## src/rtl/alu_issue_stage.sv

```systemverilog
// Decode/issue stage: decodes one RV32I instruction into ALU operands and operation,
// and holds the result in a single-entry valid/ready register feeding execute.
module alu_issue_stage #(
  parameter int unsigned DATA_WIDTH = 32
) (
  input  logic                  clk,
  input  logic                  rst_n,
  input  logic                  flush,
  input  logic                  in_valid,
  output logic                  in_ready,
  input  logic [31:0]           in_instr,
  input  logic [DATA_WIDTH-1:0] in_pc,
  input  logic [DATA_WIDTH-1:0] in_rs1_data,
  input  logic [DATA_WIDTH-1:0] in_rs2_data,
  output logic                  out_valid,
  input  logic                  out_ready,
  output logic [DATA_WIDTH-1:0] out_a,
  output logic [DATA_WIDTH-1:0] out_b,
  output logic [4:0]            out_alu_op,
  output logic [4:0]            out_rd,
  output logic                  out_rd_we,
  output logic                  out_is_branch,
  output logic                  out_illegal
);

  localparam logic [4:0] ALU_ADD        = 5'd0;
  localparam logic [4:0] ALU_SUB        = 5'd1;
  localparam logic [4:0] ALU_SLL        = 5'd2;
  localparam logic [4:0] ALU_LT         = 5'd3;
  localparam logic [4:0] ALU_LTU        = 5'd4;
  localparam logic [4:0] ALU_XOR        = 5'd5;
  localparam logic [4:0] ALU_SRL        = 5'd6;
  localparam logic [4:0] ALU_SRA        = 5'd7;
  localparam logic [4:0] ALU_OR         = 5'd8;
  localparam logic [4:0] ALU_AND        = 5'd9;
  localparam logic [4:0] ALU_EQUALS     = 5'd10;
  localparam logic [4:0] ALU_NOT_EQUALS = 5'd11;
  localparam logic [4:0] ALU_GE         = 5'd12;
  localparam logic [4:0] ALU_GEU        = 5'd13;

  localparam logic [6:0] OPC_OP     = 7'b0110011;
  localparam logic [6:0] OPC_OP_IMM = 7'b0010011;
  localparam logic [6:0] OPC_LUI    = 7'b0110111;
  localparam logic [6:0] OPC_AUIPC  = 7'b0010111;
  localparam logic [6:0] OPC_JAL    = 7'b1101111;
  localparam logic [6:0] OPC_JALR   = 7'b1100111;
  localparam logic [6:0] OPC_BRANCH = 7'b1100011;
  localparam logic [6:0] OPC_LOAD   = 7'b0000011;
  localparam logic [6:0] OPC_STORE  = 7'b0100011;

  localparam logic [6:0] F7_BASE = 7'b0000000;
  localparam logic [6:0] F7_ALT  = 7'b0100000;

  logic [6:0] opcode;
  logic [2:0] funct3;
  logic [6:0] funct7;
  logic [4:0] rd_field;
  logic [31:0] imm_i, imm_s, imm_u;
  logic unused_rs1_field;

  assign opcode   = in_instr[6:0];
  assign rd_field = in_instr[11:7];
  assign funct3   = in_instr[14:12];
  assign funct7   = in_instr[31:25];
  assign imm_i    = {{20{in_instr[31]}}, in_instr[31:20]};
  assign imm_s    = {{20{in_instr[31]}}, in_instr[31:25], in_instr[11:7]};
  assign imm_u    = {in_instr[31:12], 12'b0};
  assign unused_rs1_field = ^in_instr[19:15];

  logic                  valid_q;
  logic [DATA_WIDTH-1:0] a_q, a_d, b_q, b_d;
  logic [4:0]            op_q, op_d, rd_q;
  logic                  we_q, we_d, br_q, br_d, ill_q, ill_d;
  logic                  we_raw;

  // Shared OP/OP-IMM funct3 mapping; the alternate funct7 only changes ADD and SRL.
  function automatic logic [4:0] arith_op(input logic [2:0] f3, input logic alt);
    case (f3)
      3'b000:  arith_op = alt ? ALU_SUB : ALU_ADD;
      3'b001:  arith_op = ALU_SLL;
      3'b010:  arith_op = ALU_LT;
      3'b011:  arith_op = ALU_LTU;
      3'b100:  arith_op = ALU_XOR;
      3'b101:  arith_op = alt ? ALU_SRA : ALU_SRL;
      3'b110:  arith_op = ALU_OR;
      default: arith_op = ALU_AND;
    endcase
  endfunction

  always_comb begin
    op_d   = ALU_ADD;
    a_d    = '0;
    b_d    = '0;
    we_raw = 1'b0;
    br_d   = 1'b0;
    ill_d  = 1'b0;
    case (opcode)
      OPC_OP: begin
        a_d    = in_rs1_data;
        b_d    = in_rs2_data;
        we_raw = 1'b1;
        op_d   = arith_op(funct3, funct7 == F7_ALT);
        if (!(funct7 == F7_BASE ||
              (funct7 == F7_ALT && (funct3 == 3'b000 || funct3 == 3'b101)))) begin
          ill_d = 1'b1;
        end
      end
      OPC_OP_IMM: begin
        a_d    = in_rs1_data;
        b_d    = DATA_WIDTH'(imm_i);
        we_raw = 1'b1;
        op_d   = arith_op(funct3, 1'b0);
        if (funct3 == 3'b001 || funct3 == 3'b101) begin
          b_d = DATA_WIDTH'(in_instr[24:20]);
          if (funct3 == 3'b101 && funct7 == F7_ALT) begin
            op_d = ALU_SRA;
          end else if (funct7 != F7_BASE) begin
            ill_d = 1'b1;
          end
        end
      end
      OPC_LUI: begin
        b_d    = DATA_WIDTH'(imm_u);
        we_raw = 1'b1;
      end
      OPC_AUIPC: begin
        a_d    = in_pc;
        b_d    = DATA_WIDTH'(imm_u);
        we_raw = 1'b1;
      end
      OPC_JAL, OPC_JALR: begin
        a_d    = in_pc;
        b_d    = DATA_WIDTH'(4);
        we_raw = 1'b1;
        if (opcode == OPC_JALR && funct3 != 3'b000) ill_d = 1'b1;
      end
      OPC_BRANCH: begin
        a_d  = in_rs1_data;
        b_d  = in_rs2_data;
        br_d = 1'b1;
        case (funct3)
          3'b000:  op_d = ALU_EQUALS;
          3'b001:  op_d = ALU_NOT_EQUALS;
          3'b100:  op_d = ALU_LT;
          3'b101:  op_d = ALU_GE;
          3'b110:  op_d = ALU_LTU;
          3'b111:  op_d = ALU_GEU;
          default: ill_d = 1'b1;
        endcase
      end
      OPC_LOAD: begin
        a_d    = in_rs1_data;
        b_d    = DATA_WIDTH'(imm_i);
        we_raw = 1'b1;
      end
      OPC_STORE: begin
        a_d = in_rs1_data;
        b_d = DATA_WIDTH'(imm_s);
      end
      default: ill_d = 1'b1;
    endcase
    // Illegal ops issue as a harmless zero-operand ADD with no side effects.
    if (ill_d) begin
      op_d   = ALU_ADD;
      a_d    = '0;
      b_d    = '0;
      we_raw = 1'b0;
      br_d   = 1'b0;
    end
    we_d = we_raw && (rd_field != 5'd0);
  end

  assign in_ready = !valid_q || out_ready;

  always_ff @(posedge clk or negedge rst_n) begin
    if (!rst_n) begin
      valid_q <= 1'b0;
      a_q     <= '0;
      b_q     <= '0;
      op_q    <= ALU_ADD;
      rd_q    <= '0;
      we_q    <= 1'b0;
      br_q    <= 1'b0;
      ill_q   <= 1'b0;
    end else if (flush) begin
      valid_q <= 1'b0;
    end else if (in_valid && in_ready) begin
      valid_q <= 1'b1;
      a_q     <= a_d;
      b_q     <= b_d;
      op_q    <= op_d;
      rd_q    <= rd_field;
      we_q    <= we_d;
      br_q    <= br_d;
      ill_q   <= ill_d;
    end else if (out_ready) begin
      valid_q <= 1'b0;
    end
  end

  assign out_valid     = valid_q;
  assign out_a         = a_q;
  assign out_b         = b_q;
  assign out_alu_op    = op_q;
  assign out_rd        = rd_q;
  assign out_rd_we     = we_q;
  assign out_is_branch = br_q;
  assign out_illegal   = ill_q;

endmodule

```

## config.mk

```make
export PLATFORM = sky130hd
export DESIGN_NAME = alu_issue_stage
export DESIGN_NICKNAME = d
export VERILOG_FILES = /design/src/rtl/alu_issue_stage.sv
export SDC_FILE = /design/constraint.sdc
export NUM_CORES = 1
export LEC_CHECK = 0
export ABC_AREA = 1
export CORE_MARGIN = 2
export CORE_UTILIZATION = 44
export CTS_CLUSTER_SIZE = 28
export DETAILED_ROUTE_END_ITERATION = 8
export PLACE_DENSITY = 0.91
export SYNTH_ARGS = -nofsm -noshare
export SYNTH_HDL_FRONTEND = slang
export SYNTH_SLANG_ARGS = --single-unit
export TNS_END_PERCENT = 10
```

## constraint.sdc

```tcl
create_clock -name clk -period 2.95 [get_ports clk]
set_input_delay 0.7375 -clock clk [delete_from_list [all_inputs] [get_ports clk]]
set_output_delay 0.7375 -clock clk [all_outputs]
set_load 0.005 [all_outputs]
```

Word-level counts from Yosys, hierarchy flattened
Cells that the tools add are included.

cells by class
  eq/ne operators = 17
  muxes and demuxes = 28
  bitwise logic cells = 1
  reduce and logical (&&, ||, !) cells = 25

operators with widths
  operator              number
  $pmux W32 S6          1
  $mux W32              3
  $pmux W32 S2          1
  $pmux W4 S7           2
  $eq A7 B6 Y1 const B  4
  $pmux W4 S6           1
  $eq A7 B7 Y1 const B  3
  $mux W1               15
  $mux W5               3
  $pmux W5 S3           1
  $eq A7 B5 Y1 const B  2
  $eq A3 B3 Y1 const B  4
  $eq A7 B2 Y1 const B  1
  $logic_not A7 Y1      1
  $reduce_bool A7 Y1    1
  $reduce_or A7 Y1      1
  $eq A3 B2 Y1 const B  2
  $reduce_bool A3 Y1    2
  $reduce_or A2 Y1      3
  $reduce_or A6 Y1      1
  $logic_and A1 B1 Y1   5
  $pmux W1 S5           1
  $reduce_bool A5 Y1    1
  $reduce_or A5 Y1      1
  other kinds (8)       11

storage, ports and cells
  bits in registers = 78
  output and inout port bits = 79

Depth between registers and ports, before layout
Gate-level depths: netlist of run 1.

  depth after elaboration = 8
  mapped depth = 11

Least setup slack after synthesis of run 1
No wires, ideal clock.

  path type = input to register
  start = input in_instr[1]
  end = register a_q[10] (netlist: out_a[10])
  arrival time = 1.835 ns
  path slack = 0.994 ns
  stages = 10
  path buffers = 1
  cell sequence = nand2_1 nor2_2 nand2_1 nor2_1 nand2_1 nand3_1 nor2_4 nor2_2 buf_6 nor2_1

between the ends
  longest elaborated chain between the ends = 5

ends and longest elaborated chain
  item                    line     RTL
  start: declaration      11       input logic [31:0] in_instr,
  $eq A7 B7 Y1            97, 135
  $logic_and A1 B1 Y1     135      if (opcode == OPC_JALR && funct3 != 3'b000) ill_d = 1'b1;
  $mux W1                 135
  $pmux W1 S5             97       case (opcode)
  $mux W32 *              163      if (ill_d) begin
  end signal: assignment  178      a_q <= '0;
  end signal: assignment  189      a_q <= a_d;
  end: declaration        71       logic [DATA_WIDTH-1:0] a_q, a_d, b_q, b_d;

Every way passes the cells marked *; elsewhere a longest branch is shown, timed or not.
A chain may end at the register's enable or synchronous reset.

Worst setup path after layout of run 1
  start = input out_ready
  end = output in_ready

between the ends
  longest elaborated chain between the ends = 1

ends and longest elaborated chain
  item                line  RTL
  start: declaration  16    input logic out_ready,
  $logic_or A1 B1 Y1  173   assign in_ready = !valid_q || out_ready;
  end: declaration    10    output logic in_ready,

No other way between the ends.

==> Flow_metrics.wiki, run 1 <==
{| class="wikitable"
! Metric !! Value
|-
| Library cells used by synthesis || 23
|-
| DRC || 0
|-
| Post-CTS setup buffer count || 0
|-
| CP top delay family || buffers and inverters
|-
| Final setup violation count || 0
|-
| Clock buffer count from CTS || 9
|-
| Multi-input logic area || 2086 µm²
|-
| Count of standard-cell rows || 36
|-
| Max Fanout on Critical Path || 2
|-
| Total cell area at the placement stage || 6516 µm²
|-
| Avg Cell Area, Syn || 6.854 µm²
|-
| Detailed-placement wirelength estimate || 10730 µm
|-
| Count of cells along the worst hold path || 2
|-
| Final clock period utilization by the worst path || 91.97%
|-
| Root buffer cell || clkbuf_8
|-
| Final Hold Violating Endpoints || 0
|-
| Chain of cells forming the critical path || clkdlybuf4s50_1, nor2_1, inv_1, clkdlybuf4s50_1
|-
| Sequential Area || 1927 µm²
|-
| Net count of the mapped netlist || 759
|-
| Gr ovfl total || 0
|-
| Final slew viol count || 0
|-
| Post-cts sizing count || 0
|-
| Cell seen most often among critical-path stages || clkdlybuf4s50_1
|-
| Synthesis-stage register bit count || 77
|-
| Antenna violations before repair || 0
|-
| Status || completed
|-
| Static Leak || 3.098 nW
|-
| Crit. path cell count || 4
|-
| First DRT Iteration DRCs || 198
|-
| IR drop worst, VDD || 0.1994 mV
|-
| CTS sink cnt || 77
|-
| Number of fill cells in the layout || 786
|-
| Post-layout instance area || 6741 µm²
|-
| Slew Limit Headroom || 34.34%
|-
| Number of nets in the final layout || 955
|-
| Count of input and output buffers || 210
|-
| Max Cap Violations || 0
|-
| Post-synthesis to final-layout area growth || 57.13%
|-
| Critical Path RT || 2.21 ns
|-
| Core Region || 9639 µm²
|-
| Wire length of the first global-routing pass || 21810 µm
|-
| Vias in the first global route || 4628
|-
| TritonCTS clock tree || done
|-
| Sequential cell area fraction in the yosys report || 44.91%
|-
| Vias per std cell || 5.038
|-
| Initial cell density of the core || 44.51%
|-
| Skew-Pair Late Insertion Delay || 0.34 ns
|-
| Final GP Congestion || 0.9785
|-
| Overall Global Routing Usage || 26.54%
|-
| Unrepaired setup endpoints after global routing || false
|-
| Sum of negative setup slack || 0 ns
|-
| Largest net degree at the start of global routing || 78
|-
| Critical path arrival || 1.98 ns
|-
| Iteration count of the initial detailed-routing pass || 5
|-
| Drt wl/cell || 14.81 µm
|-
| Worst-Margin Slew || 0.9849 ns
|-
| Worst Path Class, Setup || input pin to output port
|-
| Hold buffer count at CTS || 0
|-
| Worst path bufs/invs || 3
|-
| Worst min-delay path category || flop to flop
|-
| Chip height || 102.7 µm
|-
| CP peak stage delay || 0.48 ns
|-
| Synth warnings || 0
|-
| Synthesized instance count || 626
|-
| Worst R2R Path Depth || 6
|-
| Crit path max-delay cell type || clkdlybuf4s50_1
|-
| Post-synthesis instance area || 4290 µm²
|-
| Htree depth || 3
|-
| CTS clock-pin slew for the worst setup and hold paths || 0.08 ns
|-
| Total vias in the final route || 4836
|-
| I/O pin cnt || 212
|-
| Category of the worst setup path capture point || output port
|-
| Die area || 10560 µm²
|-
| Post-route minimum period || 2.713 ns
|-
| Pwr per Cell Area || 390.9 nW/µm²
|-
| Setup clock skew after layout || 0.008404 ns
|-
| Longest Clk Path Bufs || 2
|-
| Horiz. Die Dim || 102.7 µm
|-
| CP Launch Type || input pin
|-
| Share of cells above drive strength 1 || 4.595%
|-
| Final WL || 14220 µm
|-
| Number of diodes || 0
|-
| Number of nets with antenna violations after routing || 0
|-
| Max Clk Rate || 0.3686 GHz
|}
worst paths after layout:
path / slack (ns) / startpoint / endpoint
hold reg to reg: 0.48 / out_rd[3]$_DFFE_PN0P_ / out_rd[3]$_DFFE_PN0P_
setup reg to reg: 1.13 / out_valid$_DFFE_PN0P_ / out_illegal$_DFFE_PN0P_
hold / removal: 0.48 / out_rd[3]$_DFFE_PN0P_ / out_rd[3]$_DFFE_PN0P_
max in group asynchronous: 1.76 / rst_n / out_a[12]$_DFFE_PN0P_
min in group asynchronous: 0.53 / rst_n / out_b[0]$_DFFE_PN0P_
setup / recovery: 0.24 / out_ready / in_ready
power by group:
group / total [W] / internal, W / leakage [nW] / switching [W]
Clock: 0.000898 / 0.000521 / 0.116 / 0.000377
Sequential: 0.00116 / 0.00113 / 1.03 / 0.0000356
Combinational: 0.000577 / 0.000338 / 1.95 / 0.000239
cells in the mapped netlist, drive strengths merged:
library cell	n	area share (%)
dfrtp	77	45
conb	1	0.087
nand3	67	7.8
nor3	2	0.35
nand2	260	23
nor2	56	5.4
a21oi	45	5.3
o21ai	46	5.5
buf	18	2.7
clkbuf	18	1.6
inv	28	2.4
and2	4	0.58
nand4	4	0.58
cells in the final DEF (no fill, tap or decap):
cell type / count
inv_2: 2
nor2_1: 51
clkbuf_8: 11
nand3_1: 67
dfrtp_1: 77
nor2_4: 2
clkbuf_1: 1
and2_0: 4
nand2_1: 260
o21ai_1: 2
buf_4: 8
conb_1: 1
clkinv_2: 2
inv_1: 26
o21ai_2: 2
bufinv_16: 2
clkdlybuf4s50_1: 209
buf_12: 4
nor3_4: 1
nor2_2: 3
nand4_1: 4
a21oi_1: 44
a21oi_2: 1
o21ai_0: 42
nor3_1: 1
flip-flops by register name, indices dropped and copies added (netlist names):
name and cells:
out_illegal 1, out_b 32, out_rd 5, out_is_branch 1
out_valid 1, out_a 32, out_rd_we 1, out_alu_op 4
final cells by class:
class / count / area share, %
clock inverter: 4 / 1.039
multi-input combinational: 485 / 30.94
clock buffer: 12 / 2.301
sequential: 77 / 28.58
timing repair buffer: 221 / 33.11
tap: 133 / 2.468
inverter: 28 / 1.559
layer usage:
metal | up-vias | share of wire [%] | global-route usage [%]
li1 | 2398 | - | -
met1 | 2162 | 39 | 31.97
met2 | 247 | 48 | 46.86
met3 | 29 | 10 | 5.966
met4 | 0 | 2.4 | 9.312
met5 | - | 0 | 0
kinds of logic (layout without fill, tap and decap cells):
logic type	after synthesis	count (layout)	synth area share [%]
simple gates	393	393	37.50
flops	77	77	44.91
buf+inv	64	265	6.707
other cells	1	1	0.08741
compound gates	91	91	10.79
metrics by stage:
stage / power (W) / hold slack, ns / instances / worst slack, ns / util (%)
after CTS: 0.002660 / 0.4870 / 960 / 0.2302 / 69.94
after global routing: 0.002759 / 0.5083 / 960 / 0.1054 / 69.94
after global placement: 0.001746 / 0.4572 / 944 / 0.1742 / 67.60
after floorplan: 0.001352 / 0.4419 / 626 / 0.9937 / -
after detailed placement: 0.001761 / 0.4643 / 944 / 0.07751 / 67.60
final: 0.002635 / 0.4835 / 960 / 0.2370 / 69.94
worst register-to-register path, stage by stage, from the launching register on:
cell and delay, ns:
dfrtp_1 0.35, inv_1 0.04, nor2_1 0.23, nor3_4 0.07, inv_2 0.46, buf_4 0.40, o21ai_0 0.14
Note: power is estimated with default switching activity, not from simulation.
==> run 2, diff against run 1 <==
==> constraint.sdc (replaced) <==
create_clock -name clk -period 2.95 [get_ports clk]
set_input_delay 0.7375 -clock clk [delete_from_list [all_inputs] [get_ports clk]]
set_output_delay 0.7375 -clock clk [all_outputs]
set_load 0.01 [all_outputs]
==> Flow_metrics.wiki, run 2 (same netlist as run 1, synthesis figures left out) <==
{| class="wikitable"
! Metric !! Value
|-
| Status || completed
|-
| Skew-Pair Late Insertion Delay || 0.35 ns (about the same)
|-
| CTS clock-pin slew for the worst setup and hold paths || 0.08 ns (about the same)
|-
| Post-CTS setup buffer count || 0 (unchanged)
|-
| Worst-Margin Slew || 0.9697 ns (-0.01523 ns)
|-
| Max Cap Violations || 0 (unchanged)
|-
| Sum of negative setup slack || 0 ns (unchanged)
|-
| Initial cell density of the core || 44.51% (unchanged)
|-
| Max Fanout on Critical Path || 2 (unchanged)
|-
| Sink of the worst hold path || out_b[3]$_DFFE_PN0P_
|-
| Final WL || 14430 µm (+1.5%)
|-
| Core Region || 9639 µm² (unchanged)
|-
| I/O pin cnt || 212 (unchanged)
|-
| Most common cell after layout, fill and taps aside || nand2_1
|-
| Share of cells above drive strength 1 || 4.710% (+0.12 points)
|-
| Critical Path RT || 2.21 ns (about the same)
|-
| Max Clk Rate || 0.3667 GHz (-0.52%)
|-
| Static Leak || 3.090 nW (-0.26%)
|-
| Sequential Area || 1927 µm² (unchanged)
|-
| Count of input and output buffers || 210 (unchanged)
|-
| Final slew viol count || 0 (unchanged)
|-
| Number of fill cells in the layout || 794 (+1.0%)
|-
| Critical path arrival || 1.99 ns (about the same)
|-
| Horiz. Die Dim || 102.7 µm (unchanged)
|-
| First DRT Iteration DRCs || 163 (-18%)
|-
| Final Hold Violating Endpoints || 0 (unchanged)
|-
| Overall Global Routing Usage || 26.86% (+0.32 points)
|-
| Total vias in the final route || 4903 (+1.4%)
|-
| Vias in the first global route || 4613 (-0.32%)
|-
| Number of nets with antenna violations after routing || 0 (unchanged)
|-
| Post-cts sizing count || 0 (unchanged)
|-
| Worst min-delay path category || flop to flop
|-
| Hold Crit Start || out_b[3]$_DFFE_PN0P_
|-
| Pwr per Cell Area || 381.1 nW/µm² (-2.5%)
|-
| Vias per std cell || 5.102 (+1.3%)
|-
| Root buffer cell || clkbuf_8
|-
| Count of standard-cell rows || 36 (unchanged)
|-
| FF-to-FF setup slack || 1.17 ns (+0.04 ns)
|-
| Most frequent cells in the layout || 260 x nand2_1, 209 x clkdlybuf4s50_1, 77 x dfrtp_1
|-
| CP Launch Type || input pin
|-
| Antenna violations before repair || 0 (unchanged)
|-
| Worst Path Class, Setup || input pin to output port
|-
| Final setup violation count || 0 (unchanged)
|-
| Total cell area at the placement stage || 6524 µm² (+0.12%)
|-
| DRC || 0 (unchanged)
|-
| TritonCTS clock tree || done
|-
| Number of diodes || 0 (unchanged)
|-
| Chip height || 102.7 µm (unchanged)
|-
| Drt wl/cell || 15.02 µm (+1.4%)
|-
| Multi-input logic area || 2086 µm² (unchanged)
|-
| Least setup slack across all paths after layout || 0.2228 ns (-0.01418 ns)
|-
| Count of cells along the worst hold path || 2 (unchanged)
|-
| Detailed-placement wirelength estimate || 10830 µm (+0.96%)
|-
| Slew Limit Headroom || 35.35% (+1.0 points)
|-
| Post-synthesis to final-layout area growth || 56.52%
|-
| Worst R2R Path Depth || 7 (+1)
|-
| Pre-CTS worst setup slack || 0.07816 ns (+0.0006440 ns)
|-
| Clock buffer count from CTS || 9 (unchanged)
|-
| Largest net degree at the start of global routing || 78 (unchanged)
|-
| Post-layout instance area || 6715 µm² (-0.39%)
|-
| Post-route minimum period || 2.727 ns (+0.01418 ns)
|-
| Wire length of the first global-routing pass || 21920 µm (+0.51%)
|-
| Final GP Congestion || 0.9923 (+1.4%)
|-
| Number of nets in the final layout || 956 (+0.10%)
|-
| Longest Clk Path Bufs || 2 (unchanged)
|-
| Destination of the worst register-to-register timing path || out_alu_op[3]$_DFFE_PN0P_
|-
| CTS sink cnt || 77 (unchanged)
|-
| Hold buffer count at CTS || 0 (unchanged)
|-
| Final clock period utilization by the worst path || 92.45% (+0.48 points)
|-
| Category of the worst setup path capture point || output port
|-
| Iteration count of the initial detailed-routing pass || 5 (unchanged)
|-
| Htree depth || 3 (unchanged)
|-
| Gr ovfl total || 0 (unchanged)
|-
| Die area || 10560 µm² (unchanged)
|-
| IR drop worst, VDD || 0.2053 mV (+3.0%)
|-
| Setup clock skew after layout || 0.007059 ns (-0.001344 ns)
|-
| Source of the worst register-to-register timing path || out_valid$_DFFE_PN0P_
|-
| Unrepaired setup endpoints after global routing || false
|}
==> run 2: cell count changes in the layout (fill, tap and decap cells not counted) <==
| cell | change |
|---|---|
| clkbuf_8 | -1 |
| buf_4 | +1 |
| bufinv_16 | -1 |
| clkinv_2 | +2 |
==> run 2: final cells by class <==
type,count,area share [%]
Timing Repair Buffer,222,33.35
Multi-Input combinational cell,485,31.06
Sequential cell,77,28.69
Tap cell,133,2.478
Clock buffer,11,2.105
Inverter,28,1.565
Clock inverter,5,0.7453
==> run 2: layer usage <==
metal	track usage, %	vias to the layer above	routed length, µm
met5	0	-	0
met3	5.831	31	1395
met2	46.35	239	6920
li1	-	2396	-
met4	10.93	0	403
met1	32.79	2237	5711
==> run 2: worst max-delay path by stage <==
stage / endpoint / slack, ns / start / cells past startpoint
final: in_ready / 0.22 / out_ready / 4
after global routing: in_ready / 0.15 / out_ready / 4
after CTS: in_ready / 0.21 / out_ready / 4
after detailed placement: out_b[12]$_DFFE_PN0P_ / 0.08 / in_instr[0] / 9
after global placement: out_b[27]$_DFFE_PN0P_ / 0.18 / in_instr[4] / 9
after floorplan: out_a[10]$_DFFE_PN0P_ / 0.99 / in_instr[1] / 10
==> run 2: stage by stage <==
step	util, %	hold WS, ns	power, W	instances
finish	69.67	0.4834	0.002559	961
global route	69.67	0.5060	0.002679	961
CTS	69.67	0.4850	0.002584	961
detailed placement	67.68	0.4632	0.001792	945
global placement	67.68	0.4568	0.001777	945
floorplan	-	0.4419	0.001381	626
==> run 2: power breakdown <==
| part | internal [W] | switching, W |
|---|---|---|
| Clock | 0.000409 | 0.000381 |
| Combinational | 0.000340 | 0.000268 |
| Sequential | 0.00112 | 0.0000364 |
==> run 2: critical path, cell delays in order <==
cell             delay, ns
clkdlybuf4s50_1       0.40
nor2_1                0.24
inv_1                 0.10
clkdlybuf4s50_1       0.50
==> run 3, diff against run 2 <==
CELL_PAD_IN_SITES_DETAIL_PLACEMENT = 1   (was not set)
CELL_PAD_IN_SITES_GLOBAL_PLACEMENT = 1   (was not set)
CORE_UTILIZATION = 29   (was 44)
PLACE_DENSITY = 0.9   (was 0.91)
TNS_END_PERCENT = not set   (was 10)
==> Flow_metrics.wiki, run 3 (same netlist as run 1, synthesis figures left out) <==
{| class="wikitable"
! Metric !! Value
|-
| Status || completed
|-
| Global-route met1 utilization || 27.66% (-5.1 points)
|-
| Pre-CTS worst setup slack || 0.1716 ns (+0.09345 ns)
|-
| Number of nets with antenna violations after routing || 0 (unchanged)
|-
| Post-CTS setup buffer count || 0 (unchanged)
|-
| Sum of negative setup slack || 0 ns (unchanged)
|-
| Initial cell density of the core || 29.63% (-15 points)
|-
| CTS sink cnt || 77 (unchanged)
|-
| Category of the worst setup path capture point || output port
|-
| Setup clock skew after layout || 0.005629 ns (-0.001430 ns)
|-
| Skew-Pair Late Insertion Delay || 0.33 ns (-0.02 ns)
|-
| Max Clk Rate || 0.3752 GHz (+2.3%)
|-
| I/O pin cnt || 212 (unchanged)
|-
| Core Util, Final || 48.17% (-21 points)
|-
| Number of diodes || 0 (unchanged)
|-
| CTS clock-pin slew for the worst setup and hold paths || 0.06 ns (-0.02 ns)
|-
| Iteration count of the initial detailed-routing pass || 4 (-1)
|-
| Longest Clk Path Bufs || 2 (unchanged)
|-
| Horiz. Die Dim || 125.6 µm (+22%)
|-
| Root buffer cell || clkbuf_16
|-
| Most frequent cells in the layout || 260 x nand2_1, 209 x clkdlybuf4s50_1, 77 x dfrtp_1
|-
| Vias per std cell || 4.840 (-5.1%)
|-
| Core Region || 14480 µm² (+50%)
|-
| Hold buffer count at CTS || 0 (unchanged)
|-
| Largest net degree at the start of global routing || 61 (-22%)
|-
| Gr ovfl total || 0 (unchanged)
|-
| Source of the worst register-to-register timing path || out_valid$_DFFE_PN0P_
|-
| Chip height || 125.6 µm (+22%)
|-
| Overall Global Routing Usage || 21.41% (-5.5 points)
|-
| Post-route minimum period || 2.665 ns (-0.06210 ns)
|-
| Share of cells above drive strength 1 || 4.710% (unchanged)
|-
| Pwr per Cell Area || 436.1 nW/µm² (+14%)
|-
| Final Hold Violating Endpoints || 0 (unchanged)
|-
| Static Leak || 3.170 nW (+2.6%)
|-
| Final clock period utilization by the worst path || 90.34% (-2.1 points)
|-
| Wire length of the first global-routing pass || 26880 µm (+23%)
|-
| Post-cts sizing count || 0 (unchanged)
|-
| Worst Path Class, Setup || input pin to output port
|-
| Total vias in the final route || 4898 (-0.10%)
|-
| GR met3 Demand/Resource || 4.588% (-1.2 points)
|-
| CP Launch Type || input pin
|-
| Grt peak-use layer || met2
|-
| Final GP Congestion || 0.8447 (-15%)
|-
| Detailed-placement wirelength estimate || 12690 µm (+17%)
|-
| Least setup slack across all paths after layout || 0.2849 ns (+0.06210 ns)
|-
| Final setup violation count || 0 (unchanged)
|-
| First DRT Iteration DRCs || 240 (+47%)
|-
| DRC || 0 (unchanged)
|-
| Max Fanout on Critical Path || 2 (unchanged)
|-
| Worst min-delay path category || input pin to asynchronous set/reset pin
|-
| Critical Path RT || 2.21 ns (about the same)
|-
| Die area || 15780 µm² (+50%)
|-
| Clock buffer count from CTS || 9 (unchanged)
|-
| Count of input and output buffers || 210 (unchanged)
|-
| Htree depth || 3 (unchanged)
|-
| Critical path arrival || 1.93 ns (-0.06 ns)
|-
| Drt wl/cell || 16.71 µm (+11%)
|-
| GR met2 Demand/Resource || 36.47% (-9.9 points)
|-
| Post-synthesis to final-layout area growth || 62.55%
|-
| Final slew viol count || 0 (unchanged)
|-
| Antenna violations before repair || 0 (unchanged)
|-
| TritonCTS clock tree || done
|-
| Final WL || 16910 µm (+17%)
|-
| Number of nets in the final layout || 957 (+0.10%)
|-
| Start point of the critical path || out_ready
|-
| Count of standard-cell rows || 44 (+22%)
|-
| Unrepaired setup endpoints after global routing || false
|-
| IR drop worst, VDD || 0.3075 mV (+50%)
|-
| Max Cap Violations || 0 (unchanged)
|-
| Most common cell after layout, fill and taps aside || nand2_1
|-
| Vias in the first global route || 5053 (+9.5%)
|}
[run 3: critical path, cell delays in order]
cell and delay (ns):
clkdlybuf4s50_1 0.40, nor2_1 0.22, inv_1 0.09, clkdlybuf4s50_1 0.48
[run 3: area by class of cell]
| cell class | instances | area [µm²] |
|---|---|---|
| fill | 1796 | 7505 |
| tap | 184 | 230.2 |
| multi-input combinational | 485 | 2086 |
| timing repair buffer | 223 | 2297 |
| sequential | 77 | 1927 |
| inverter | 28 | 105.1 |
| clock buffer | 10 | 229.0 |
| clock inverter | 5 | 100.1 |
[run 3: worst paths after layout]
path	end	slack, ns	depth (start not counted)
max	in_ready	0.28	4
max in group asynchronous	out_a[7]$_DFFE_PN0P_	1.96	2
min	out_b[22]$_DFFE_PN0P_	0.36	1
max reg2reg	out_a[27]$_DFFE_PN0P_	1.17	9
min in group clk	out_rd[4]$_DFFE_PN0P_	0.47	2
min reg2reg	out_rd[4]$_DFFE_PN0P_	0.47	2
[run 3: power by group]
part	total [W]	switching, W	internal (W)
Sequential	0.00116	0.0000353	0.00113
Combinational	0.000630	0.000283	0.000347
Clock	0.00125	0.000431	0.000819
[run 3: per-layer routing]
metal / vias to the layer above / part of all wire, %
li1: 2389 / -
met4: 0 / 1.5
met5: - / 0
met1: 2328 / 44
met3: 19 / 5.8
met2: 162 / 48
[run 3: per-stage QoR]
step / hold WS [ns] / power [W] / instance area, µm² / instances
CTS: 0.3682 / 0.003086 / 6974 / 1012
finish: 0.3608 / 0.003042 / 6974 / 1012
detailed placement: 0.4594 / 0.001817 / 6645 / 997
global route: 0.3803 / 0.003193 / 6974 / 1012
floorplan: 0.4419 / 0.001381 / 4290 / 626
global placement: 0.4580 / 0.001801 / 6645 / 997
